**config.mk**
```make
export PLATFORM = sky130hd
export DESIGN_NAME = vga_frame_ctrl
export DESIGN_NICKNAME = d
export VERILOG_FILES = /design/src/rtl/vga_pkg.sv /design/src/rtl/vga_vtiming.sv /design/src/rtl/vga_frame_ctrl.sv
export SDC_FILE = /design/constraint.sdc
export NUM_CORES = 1
export LEC_CHECK = 0
export ABC_AREA = 0
export CAP_MARGIN = 25
export CORE_ASPECT_RATIO = 0.5
export CORE_MARGIN = 1.5
export CORE_UTILIZATION = 30
export CTS_CLUSTER_SIZE = 30
export DETAILED_ROUTE_END_ITERATION = 6
export HOLD_SLACK_MARGIN = 0.1
export PLACE_DENSITY_LB_ADDON = 0.3
export SLEW_MARGIN = 10
export SYNTH_ARGS = -nofsm -noshare
export SYNTH_HDL_FRONTEND = slang
export SYNTH_SLANG_ARGS = --single-unit
```
**constraint.sdc**
```tcl
create_clock -name clk -period 2.6 [get_ports clk]
set_clock_uncertainty 0.05 [all_clocks]
set_input_delay 0.52 -clock clk [delete_from_list [all_inputs] [get_ports clk]]
set_output_delay 0.52 -clock clk [all_outputs]
set_load 0.01 [all_outputs]
```
**src/rtl/vga_pkg.sv**
```systemverilog
// vga_pkg: shared timing constants and arbiter state encoding for the VGA frame path
package vga_pkg;
  localparam int VTOTAL = 521;
  localparam int VPULSE = 2;
  localparam int VBP = 29;
  localparam int VDISP = 480;
  localparam int VSCALE = 5;
  localparam int HTOTAL = 1600;
  localparam int HPULSE = 192;
  localparam int HBP = 96;
  localparam int HDISP = 1280;
  localparam int HFP = 32;
  localparam int AW = 14;
  localparam int DW = 3;
  localparam int VACT_FIRST = VPULSE + VBP;
  localparam int VACT_LAST = VPULSE + VBP + VDISP - 1;
  typedef enum logic {ARB_IDLE = 1'b0, ARB_ACK = 1'b1} arb_state_t;
endpackage

```
**src/rtl/vga_vtiming.sv**
```systemverilog
// vga_vtiming: scanline counter producing VSYNC, vertical display window, VPIXEL row and frame start
module vga_vtiming
  import vga_pkg::*;
(
  input  logic       clk,
  input  logic       reset,
  input  logic       i_line_end,
  output logic       o_vsync,
  output logic [6:0] o_vpixel,
  output logic       o_vactive,
  output logic       o_frame_start
);
  logic [9:0] r_vline;
  logic [2:0] r_sub;
  logic [6:0] r_vpixel;
  logic       r_vsync;
  logic       r_frame_start;
  logic [9:0] w_vline_nxt;
  logic       w_wrap;
  logic       w_act_nxt;
  assign w_wrap = r_vline == 10'(VTOTAL - 1);
  assign w_vline_nxt = w_wrap ? 10'd0 : r_vline + 10'd1;
  assign w_act_nxt = w_vline_nxt >= 10'(VACT_FIRST) && w_vline_nxt <= 10'(VACT_LAST);
  assign o_vactive = r_vline >= 10'(VACT_FIRST) && r_vline <= 10'(VACT_LAST);
  assign o_vsync = r_vsync;
  assign o_vpixel = r_vpixel;
  assign o_frame_start = r_frame_start;
  // Line counter, VSYNC and the frame-start pulse all advance on the same line_end
  always_ff @(posedge clk or negedge reset)
    if (!reset) begin
      r_vline <= '0;
      r_vsync <= 1'b0;
      r_frame_start <= 1'b0;
    end else begin
      r_frame_start <= i_line_end && w_wrap;
      if (i_line_end) begin
        r_vline <= w_vline_nxt;
        r_vsync <= w_vline_nxt >= 10'(VPULSE);
      end
    end
  // VPIXEL steps once per VSCALE active lines and sits at 0 outside the vertical window
  always_ff @(posedge clk or negedge reset)
    if (!reset) begin
      r_sub <= '0;
      r_vpixel <= '0;
    end else if (i_line_end) begin
      if (!w_act_nxt || !o_vactive) begin
        r_sub <= '0;
        r_vpixel <= '0;
      end else if (r_sub == 3'(VSCALE - 1)) begin
        r_sub <= '0;
        r_vpixel <= r_vpixel + 7'd1;
      end else
        r_sub <= r_sub + 3'd1;
    end
endmodule

```
**src/rtl/vga_frame_ctrl.sv**
```systemverilog
// vga_frame_ctrl: vertical timing, display-priority frame-buffer arbiter and pixel output pipeline
module vga_frame_ctrl
  import vga_pkg::*;
(
  input  logic          clk,
  input  logic          reset,
  input  logic          line_end,
  input  logic          hactive,
  input  logic [6:0]    HPIXEL,
  output logic          VGA_VSYNC,
  output logic [6:0]    VPIXEL,
  output logic          frame_start,
  input  logic          wr_req,
  input  logic [AW-1:0] wr_addr,
  input  logic [DW-1:0] wr_data,
  output logic          wr_ack,
  output logic [AW-1:0] mem_addr,
  output logic          mem_we,
  output logic [DW-1:0] mem_wdata,
  input  logic [DW-1:0] mem_rdata,
  output logic [DW-1:0] VGA_RGB
);
  arb_state_t    r_state, w_state_nxt;
  logic [AW-1:0] r_mem_addr, w_addr_nxt;
  logic [DW-1:0] r_mem_wdata, w_wdata_nxt;
  logic          r_mem_we, w_we_nxt;
  logic          r_wr_ack, w_ack_nxt;
  logic [1:0]    r_dv;
  logic [DW-1:0] r_rgb;
  logic          w_vactive;
  logic [6:0]    w_vpixel;
  logic          w_disp_active;
  vga_vtiming u_vtiming (
    .clk          (clk),
    .reset        (reset),
    .i_line_end   (line_end),
    .o_vsync      (VGA_VSYNC),
    .o_vpixel     (w_vpixel),
    .o_vactive    (w_vactive),
    .o_frame_start(frame_start)
  );
  assign VPIXEL = w_vpixel;
  assign w_disp_active = hactive & w_vactive;
  assign mem_addr = r_mem_addr;
  assign mem_we = r_mem_we;
  assign mem_wdata = r_mem_wdata;
  assign wr_ack = r_wr_ack;
  assign VGA_RGB = r_rgb;
  // Arbiter decisions: display fetch always owns the port; a host write only slips into a blank cycle
  always_comb begin
    w_state_nxt = r_state;
    w_addr_nxt = w_disp_active ? {w_vpixel, HPIXEL} : r_mem_addr;
    w_wdata_nxt = r_mem_wdata;
    w_we_nxt = 1'b0;
    w_ack_nxt = r_wr_ack;
    if (r_state == ARB_IDLE && !w_disp_active && wr_req) begin
      w_state_nxt = ARB_ACK;
      w_addr_nxt = wr_addr;
      w_wdata_nxt = wr_data;
      w_we_nxt = 1'b1;
      w_ack_nxt = 1'b1;
    end else if (r_state == ARB_ACK && !wr_req) begin
      w_state_nxt = ARB_IDLE;
      w_ack_nxt = 1'b0;
    end
  end
  // Arbiter state and registered memory-port outputs
  always_ff @(posedge clk or negedge reset)
    if (!reset) begin
      r_state <= ARB_IDLE;
      r_mem_addr <= '0;
      r_mem_wdata <= '0;
      r_mem_we <= 1'b0;
      r_wr_ack <= 1'b0;
    end else begin
      r_state <= w_state_nxt;
      r_mem_addr <= w_addr_nxt;
      r_mem_wdata <= w_wdata_nxt;
      r_mem_we <= w_we_nxt;
      r_wr_ack <= w_ack_nxt;
    end
  // Display valid tracks the address stage and the read-data stage; VGA_RGB is the third stage
  always_ff @(posedge clk or negedge reset)
    if (!reset) begin
      r_dv <= '0;
      r_rgb <= '0;
    end else begin
      r_dv <= {r_dv[0], w_disp_active};
      r_rgb <= r_dv[1] ? mem_rdata : '0;
    end
endmodule

```
==> results of run 1 <==
==> path summary, 6_finish.rpt <==
check / to / slack, ps
max: u_vtiming.o_vpixel[4] / 210
max in group asynchronous: mem_addr[4] / 1810
min reg2reg: r_dv[1] / 310
min: u_vtiming.r_vline[5] / 120
max reg2reg: u_vtiming.o_vpixel[4] / 210
min in group clk: r_dv[1] / 310
==> routing by layer <==
metal	up-vias	track usage
met5	-	0
met4	0	0.0597
met3	10	0.0285
met2	66	0.238
met1	1009	0.166
li1	1029	-
==> cells in the final DEF, fill, tap and decap left out, drive strengths merged, types with 4 or more instances in the layout <==
cell / count
a21oi: 21
a41oi: 4
and2: 6
and3: 7
buf: 9
clkbuf: 6
clkdlybuf4s50: 61
dfrtp: 46
ha: 8
inv: 11
mux2i: 18
nand2: 19
nand3: 11
nand4: 8
nor2: 26
nor3: 5
o21ai: 9
o22ai: 7
==> metrics by stage <==
step / util / cell area, µm² / hold slack (ps) / power (mW) / std cells
after floorplan: - / 2470 / 174 / 1.68 / 253
after global placement: 0.404 / 3230 / 290 / 2.13 / 421
after detailed placement: 0.404 / 3230 / 302 / 2.16 / 421
after CTS: 0.422 / 3370 / 132 / 2.80 / 429
after global routing: 0.422 / 3370 / 150 / 2.96 / 429
final: 0.422 / 3370 / 120 / 2.77 / 429
==> state kept, by name (all words and copies together) (netlist names) <==
| signal | cells |
|---|---|
| mem_addr | 14 |
| u_vtiming.r_vline | 10 |
| u_vtiming.o_vpixel | 7 |
| VGA_RGB | 3 |
| mem_wdata | 3 |
| u_vtiming.r_sub | 3 |
| r_dv | 2 |
| mem_we | 1 |
| u_vtiming.o_frame_start | 1 |
| u_vtiming.o_vsync | 1 |
| wr_ack | 1 |
==> synth_stat cells, types with 3 or more instances <==
cell | n | area share
inv_1 | 9 | 0.014
nand4_1 | 8 | 0.020
and3_1 | 7 | 0.018
xnor2_1 | 3 | 0.011
nand2b_1 | 3 | 0.0076
buf_2 | 5 | 0.010
a41oi_1 | 3 | 0.011
clkbuf_1 | 8 | 0.012
nor2_1 | 25 | 0.038
nand2_1 | 19 | 0.029
o21ai_1 | 7 | 0.014
mux2_1 | 3 | 0.014
mux2i_1 | 17 | 0.069
and2_1 | 6 | 0.015
nor4_1 | 3 | 0.0076
nand3_1 | 10 | 0.020
dfrtp_1 | 46 | 0.47
nor3_1 | 5 | 0.010
ha_1 | 8 | 0.041
o22ai_1 | 7 | 0.018
a21oi_1 | 20 | 0.041
==> kinds of logic after synthesis <==
kind of cell	Yosys count
muxes	21
and+or+nand+nor	95
xor gates and xnor gates	5
adders and majority gates	8
DFF	46
AOI/OAI and AO/OA	53
buffers and inverters	25
==> worst max-delay path: stages (launching register included) <==
cell	delay, ps
dfrtp_1	530
nand3_1	250
nor4_1	530
mux2i_2	500
nor2_8	90
a41oi_1	190
o22ai_1	110
==> cell type report <==
class	count	area [µm²]	share of cell area
clock inverters	2	13.8	0.00408
flip-flops and latches	46	1150	0.341
inverters	11	41.3	0.0122
well taps	112	140	0.0415
repair buffers	70	688	0.204
clock buffers	6	129	0.0382
multi-input cells	182	1210	0.359
==> power breakdown <==
part / total [mW] / switching (mW) / internal (mW)
registers: 1.08 / 0.170 / 0.909
clock network: 0.618 / 0.261 / 0.356
logic: 1.07 / 0.514 / 0.560
total: 2.77 / 0.945 / 1.83
==> summary.md, run 1 <==
| Metric | Value |
|---|---|
| Final Hold Fails | `0` |
| Post-route minimum period | `roughly 2400 ps` |
| Initial antenna violation count | `0` |
| I/O pins | `63` |
| Mux share of post-synthesis cell area | `0.0881` |
| CP required | `between 2000 and 3000 ps` |
| Post-synth EDFFs | `0` |
| GP Congestion | `around 0.94` |
| FFs w/ async S/R, synth | `1.00` |
| Drt first pass iters | `4` |
| Critical Path End Type | `register` |
| Post-synthesis simple-gate area fraction | `0.202` |
| Status | `completed` |
| Reg2reg path depth | `6` |
| RR Startpoint | `u_vtiming.r_vline[4]` |
| Critical Path Fanout Max | `9` |
| CTS Root Cell | `clkbuf_16` |
| Highest metal used | `met4` |
| Cell leakage power | `1.48 nW` |
| Endpoints failing setup | `0` |
| CTS sink count | `46` |
| GRT Util Overall | `0.135` |
| Fin worst setup slack | `roughly 210 ps` |
| FMAX | `~420 MHz` |
| Post-CTS Setup Inserts | `0` |
| Final WL | `between 5000 and 6000 µm` |
| Drt wl/cell | `13.4 µm` |
| Clk slew on worst S/H paths | `around 60 ps` |
| XOR/XNOR Fraction of Synth Area | `0.0177` |
| Cell Pwr Density | `approximately 820 nW/µm²` |
| Count of different cell masters after synthesis | `43` |
| Core Area | `between 8000 and 9000 µm²` |
| DR vias/cell | `~4.9` |
| Vias | `between 2000 and 2500` |
| RSZ-0062 raised after global routing | `no` |
| Cell Area, Synth | `roughly 2500 µm²` |
| Grt ovf | `0` |
| Cts hold-fix bufs | `0` |
| Metal-1 WL | `around 2600 µm` |
| First-pass GRT wire length | `roughly 9600 µm` |
| Layout net count | `356` |
| VDD IR max | `0.274 mV` |
| Detailed placement HPWL | `roughly 4200 µm` |
| Synth Area in Compound Gates | `0.142` |
| Main combinational cell family by area after synthesis | `simple AND/OR/NAND/NOR gates` |
| H-Tree Depth | `2` |
| Num rows | `23` |
| Cell count after synthesis | `roughly 250` |
| Share of post-route cells with drive strength above 1 | `0.0852` |
| Mean area per synthesized cell | `9.76 µm²` |
| CTS tree | `yes` |
| Largest net degree at the start of global routing | `31` |
| Register area share after synthesis | `0.466` |
| Die Span Y | `67.2 µm` |
| Die width | `roughly 130 µm` |
| Slew headroom | `0.676` |
| Vias in the first global route | `about 2000` |
| Worst Hold Class | `input pin to asynchronous set/reset pin` |
| Routed wire length on met3 | `281 µm` |
| Pre-CTS setup slack | `approximately 250 ps` |
| Die Area | `just under 9000 µm²` |
| N_diodes | `0` |
| Slew @ Worst Pin | `482 ps` |
| DRT iter0 DRCs | `130` |
| Leading register cell type out of synthesis | `dfrtp_1` |
| Total CTS buffers | `5` |
| DRC violations left | `0` |
| Crit path from | `u_vtiming.r_vline[4]` |
| DRT antenna net count | `0` |
| Adder-Cell Fraction of Synth Area | `0.0405` |
| Worst EP arrival | `approximately 2500 ps` |
| Yosys reg bits | `46` |
| Initial core utilization | `0.309` |
| Layout area overhead | `36.6%` |
| # resized after CTS | `0` |
| Worst Setup Path Type | `register to register` |
| Final setup TNS | `0 ps` |
| Maxcap violations | `0` |
| Synth warn | `0` |
| Fillers | `roughly 800` |
| DR WL met2 | `about 2800 µm` |
| Syn nets | `between 200 and 300` |
| PortBufs | `between 60 and 70` |
| Clk buf depth | `2` |
| Setup crit start kind | `register` |
| Final cycle utilization of the critical path | `0.917` |
| Clk Latency, worst-skew pair | `280 ps` |
| Max-slew violation count | `0` |
(Power assumes the default switching activity.)
==> inputs of run 2 (changes only) <==
- PLACE_DENSITY: unset -> 0.64
- PLACE_DENSITY_LB_ADDON: 0.3 -> unset
==> summary.md, run 2 (same netlist as run 1, synthesis figures left out) <==
| Metric | Value |
|---|---|
| Status | `completed` |
| Pre-CTS setup slack | `176 ps` |
| Area of the multi-input gates | `1210 µm²` |
| Crit-path max cell delay | `470 ps` |
| Max-slew violation count | `0` |
| Die Area | `about 9000 µm²` |
| Critical Path Fanout Max | `9` |
| CP Cell Sequence | `ha_2, nand4_1, xor2_1, o22ai_1, nand3_1, a41oi_1, o22ai_1` |
| VDD IR max | `between 0.2 and 0.3 mV` |
| Die Span Y | `about 67 µm` |
| RR Startpoint | `u_vtiming.r_vline[1]` |
| Critical R2R Capture | `u_vtiming.o_vpixel[4]` |
| Comb power frac | `0.383` |
| I/O pins | `between 60 and 70` |
| Clk slew on worst S/H paths | `about 70 ps` |
| CP required | `between 2000 and 3000 ps` |
| Worst EP arrival | `~2500 ps` |
| Die width | `between 100 and 150 µm` |
| Final setup TNS | `0 ps` |
| Detailed placement HPWL | `~4200 µm` |
| CTS tree | `yes` |
| Fillers | `around 800` |
| Clk Latency, worst-skew pair | `roughly 280 ps` |
| Worst Hold Class | `input pin to asynchronous set/reset pin` |
| RSZ-0062 raised after global routing | `no` |
| Slew @ Worst Pin | `between 500 and 600 ps` |
| Crit path from | `u_vtiming.r_vline[1]` |
| # resized after CTS | `0` |
| Cell mode on critical path | `o22ai_1` |
| GP Congestion | `approximately 0.87` |
| Fin worst setup slack | `253 ps` |
| Maxcap violations | `0` |
| Post-CTS Setup Inserts | `0` |
| Largest register FFs | `14` |
| Switching part of the total power | `0.344` |
| Cell Pwr Density | `824 nW/µm²` |
| Layout area overhead | `36.4%` |
| Core Area | `roughly 8000 µm²` |
| Layout net count | `355` |
| FMAX | `426 MHz` |
| Cts hold-fix bufs | `0` |
| First-pass GRT wire length | `a little under 10000 µm` |
| Drt first pass iters | `6` |
| GRT Util Overall | `0.135` |
| CTS Root Cell | `clkbuf_16` |
| Num rows | `23` |
| Seq pwr share | `0.391` |
| Worst Setup Path Type | `register to register` |
| Final Hold Fails | `0` |
| DR vias/cell | `4.78` |
| Clk buf depth | `2` |
| Final cycle utilization of the critical path | `0.903` |
| Initial antenna violation count | `0` |
| Tot Pwr | `between 2 and 3 mW` |
| Cell leakage power | `1.47 nW` |
| Largest net degree at the start of global routing | `between 40 and 50` |
| Critical Path End Type | `register` |
| Most common cell after layout, fill and taps aside | `clkdlybuf4s50_1` |
| Reg2reg setup slack | `~250 ps` |
| Total CTS buffers | `5` |
| Slew headroom | `0.608` |
| DRC violations left | `0` |
| N_diodes | `0` |
| Vias | `just over 2000` |
| DRT iter0 DRCs | `around 120` |
| Clk pwr share | `0.226` |
| Initial core utilization | `0.309` |
| Drt wl/cell | `roughly 14 µm` |
| Most frequent cells in the layout | `clkdlybuf4s50_1 (61), dfrtp_1 (46), nor2_1 (25)` |
| Int Pwr | `roughly 1.8 mW` |
| Reg2reg path depth | `7` |
| Endpoints failing setup | `0` |
| Seq. cell area | `~1200 µm²` |
| Sw Pwr | `approximately 0.96 mW` |
| Post-route minimum period | `approximately 2300 ps` |
| Slowest CP cell | `dfrtp_1` |
| Vias in the first global route | `approximately 2000` |
| DRT antenna net count | `0` |
| Final WL | `5830 µm` |
| PortBufs | `62` |
| CTS sink count | `46` |
| Setup crit start kind | `register` |
| H-Tree Depth | `2` |
| Grt ovf | `0` |
| Share of post-route cells with drive strength above 1 | `0.0854` |
run 2: changes by cell type in the layout (fill, tap and decap cells not counted):
| cell | change |
|---|---|
| ha_2 | +1 |
| ha_1 | -1 |
| buf_4 | -1 |
run 2: how the worst max path moves through the flow:
| stage | endpoint | slack [ps] |
|---|---|---|
| 2_1_floorplan | u_vtiming.o_vpixel[4] | 440 |
| 4_1_cts | u_vtiming.o_vpixel[4] | 180 |
| 3_5_place_dp | u_vtiming.o_vpixel[0] | 180 |
| 5_1_grt | u_vtiming.o_vpixel[0] | 80 |
| 3_3_place_gp | u_vtiming.o_vpixel[2] | 240 |
| 6_report | u_vtiming.o_vpixel[4] | 250 |
run 2: cell type report:
class | count | share of cell area
Multi-Input combinational cell | 182 | 0.360
Timing Repair Buffer | 69 | 0.202
Tap cell | 112 | 0.0416
Clock buffer | 6 | 0.0382
Sequential cell | 46 | 0.342
Inverter | 11 | 0.0123
Clock inverter | 2 | 0.00408
run 2: metrics by stage:
step	cells	instance area [µm²]	utilization	hold WS [ps]
finish	428	3370	0.421	278
CTS	428	3370	0.421	301
global placement	420	3220	0.403	285
global route	428	3370	0.421	316
detailed placement	420	3220	0.403	288
floorplan	253	2470	-	174
run 2: worst max-delay path: cells and delay by family, from the launching register on:
kind | cells | cell delay, ps
xor+xnor | 1 | 230
flops | 1 | 470
compound gates | 3 | 570
fa+ha+maj | 1 | 310
simple gates | 2 | 590
run 2: power by group through the flow:
stage               sequential, mW  clock, mW  combinational (mW)
floorplan                     1.10          0               0.589
global placement              1.08          0                1.05
detailed placement            1.10          0                1.06
CTS                           1.08      0.647                1.07
global route                  1.12      0.678                1.16
finish                        1.09      0.628                1.06
run 2: layer usage:
| layer | track usage | vias to the layer above | wire, µm |
|---|---|---|---|
| met5 | 0 | - | 0 |
| met4 | 0.0375 | 0 | 66 |
| met3 | 0.0270 | 8 | 217 |
| met2 | 0.221 | 43 | 2720 |
| met1 | 0.184 | 970 | 2830 |
| li1 | - | 1025 | - |
==> inputs of run 3 (changes only) <==
- GPL_TIMING_DRIVEN: unset -> 0
- clock period: 2.6 -> 2.9 ns (I/O delays scaled with it)
==> summary.md, run 3 (same netlist as run 1, synthesis figures left out) <==
| Metric | Value |
|---|---|
| DR vias/cell | `between 4 and 5` |
| Max-slew violation count | `0` |
| Initial antenna violation count | `0` |
| PortBufs | `between 60 and 70` |
| DRC violations left | `0` |
| Clk pwr share | `0.224` |
| CP required | `3010 ps` |
| Most common cell after layout, fill and taps aside | `clkdlybuf4s50_1` |
| Cts hold-fix bufs | `0` |
| Cell Pwr Density | `~730 nW/µm²` |
| H-Tree Depth | `2` |
| CTS sink count | `46` |
| Clk Latency, worst-skew pair | `280 ps` |
| Endpoints failing setup | `0` |
| Cell leakage power | `1.48 nW` |
| Worst Hold Class | `input pin to asynchronous set/reset pin` |
| Reg2reg path depth | `8` |
| N_diodes | `0` |
| Slew @ Worst Pin | `just over 700 ps` |
| Die width | `approximately 130 µm` |
| DRT antenna net count | `0` |
| DRT iter0 DRCs | `117` |
| Final WL | `~6000 µm` |
| Vias in the first global route | `2059` |
| Largest net degree at the start of global routing | `26` |
| Final cycle utilization of the critical path | `0.925` |
| Reg2reg setup slack | `between 200 and 250 ps` |
| Num rows | `23` |
| Post-route minimum period | `2680 ps` |
| Status | `completed` |
| Sw Pwr | `about 0.86 mW` |
| Final std cells w/o fill | `approximately 440` |
| Critical Path End Type | `register` |
| Layout area overhead | `37.5%` |
| Setup crit start kind | `register` |
| Die Area | `approximately 8800 µm²` |
| Maxcap violations | `0` |
| Total CTS buffers | `5` |
| Grt ovf | `0` |
| Cell total after placement | `428` |
| VDD IR max | `a little under 0.3 mV` |
| Seq pwr share | `0.375` |
| Critical R2R Capture | `u_vtiming.o_vpixel[2]` |
| GP Congestion | `approximately 0.84` |
| Slew headroom | `0.523` |
| Int Pwr | `~1.6 mW` |
| Die Span Y | `67.2 µm` |
| RR Startpoint | `u_vtiming.r_vline[1]` |
| Comb power frac | `0.401` |
| Worst EP arrival | `approximately 2800 ps` |
| First-pass GRT wire length | `roughly 10000 µm` |
| Core Area | `around 8000 µm²` |
| Layout net count | `363` |
| RSZ-0062 raised after global routing | `no` |
| WHS | `about 250 ps` |
| Clk slew on worst S/H paths | `60 ps` |
| Worst Setup Path Type | `register to register` |
| CTS tree | `yes` |
| Critical Path Fanout Max | `9` |
| Switching part of the total power | `0.344` |
| Largest register FFs | `14` |
| CTS Root Cell | `clkbuf_16` |
| Detailed placement HPWL | `4430 µm` |
| Vias | `2142` |
| Initial core utilization | `0.309` |
| I/O pins | `63` |
| Share of post-route cells with drive strength above 1 | `0.0802` |
| Post-CTS Setup Inserts | `0` |
| Most frequent cells in the layout | `clkdlybuf4s50_1 (61), dfrtp_1 (46), nor2_1 (25)` |
| FMAX | `between 300 and 400 MHz` |
| # resized after CTS | `0` |
| Clk buf depth | `2` |
| GRT Util Overall | `0.143` |
| Final Hold Fails | `0` |
| Drt first pass iters | `4` |
| Drt wl/cell | `roughly 14 µm` |
run 3: changes by cell type in the layout (fill, tap and decap cells not counted):
cell / delta
buf_12: -1
buf_16: +1
buf_2: +5
buf_4: -6
buf_6: +1
clkbuf_1: +8
ha_1: +1
ha_2: -1
run 3: critical path: stages (launching register included):
cell and delay, ps:
dfrtp_1 500, ha_1 200, clkbuf_1 270, nand4_1 320
xor2_1 240, o22ai_1 180, nand3_1 360, a41oi_1 340
o22ai_1 110
run 3: worst max path at each step:
stage | start | depth (start not counted) | end | slack (ps)
final | u_vtiming.r_vline[1] | 8 | u_vtiming.o_vpixel[2] | 220
after global routing | u_vtiming.r_vline[1] | 8 | u_vtiming.o_vpixel[2] | 10
after CTS | u_vtiming.r_vline[1] | 8 | u_vtiming.o_vpixel[2] | 260
after detailed placement | wr_req | 6 | mem_addr[8] | 300
after global placement | reset | 1 | u_vtiming.r_vline[4] | -70
after floorplan | u_vtiming.r_vline[1] | 8 | u_vtiming.o_vpixel[4] | 740
run 3: per-layer routing:
layer / vias to the layer above / part of all wire / track usage
met4: 0 / 0.013 / 0.0528
met1: 1049 / 0.48 / 0.192
met2: 48 / 0.46 / 0.237
li1: 1039 / - / -
met5: - / 0 / 0
met3: 6 / 0.043 / 0.0248
run 3: area by class of cell:
type | instances | area, µm²
fillers | 769 | 4600
multi-input cells | 182 | 1210
flip-flops and latches | 46 | 1150
repair buffers | 63 | 643
well taps | 112 | 140
clock buffers | 6 | 129
plain buffers | 14 | 66.3
inverters | 11 | 41.3
clock inverters | 2 | 13.8
run 3: stage by stage:
step / power [mW] / TNS (ps) / instance area, µm² / setup slack [ps] / util
after CTS: 2.52 / 0 / 3400 / 264 / 0.424
after detailed placement: 1.94 / 0 / 3250 / 296 / 0.407
after global routing: 2.66 / 0 / 3400 / 13.9 / 0.424
after global placement: 1.91 / -3120 / 3230 / -69.8 / 0.404
final: 2.49 / 0 / 3400 / 218 / 0.424
after floorplan: 1.51 / 0 / 2470 / 738 / -
run 3: power groups by stage:
| stage | clock [mW] | sequential (mW) | combinational (mW) |
|---|---|---|---|
| 2_1_floorplan | 0 | 0.982 | 0.528 |
| 3_3_place_gp | 0 | 0.936 | 0.977 |
| 3_5_place_dp | 0 | 0.945 | 0.999 |
| 4_1_cts | 0.577 | 0.935 | 1.01 |
| 5_1_grt | 0.602 | 0.959 | 1.10 |
| 6_report | 0.558 | 0.934 | 1.00 |
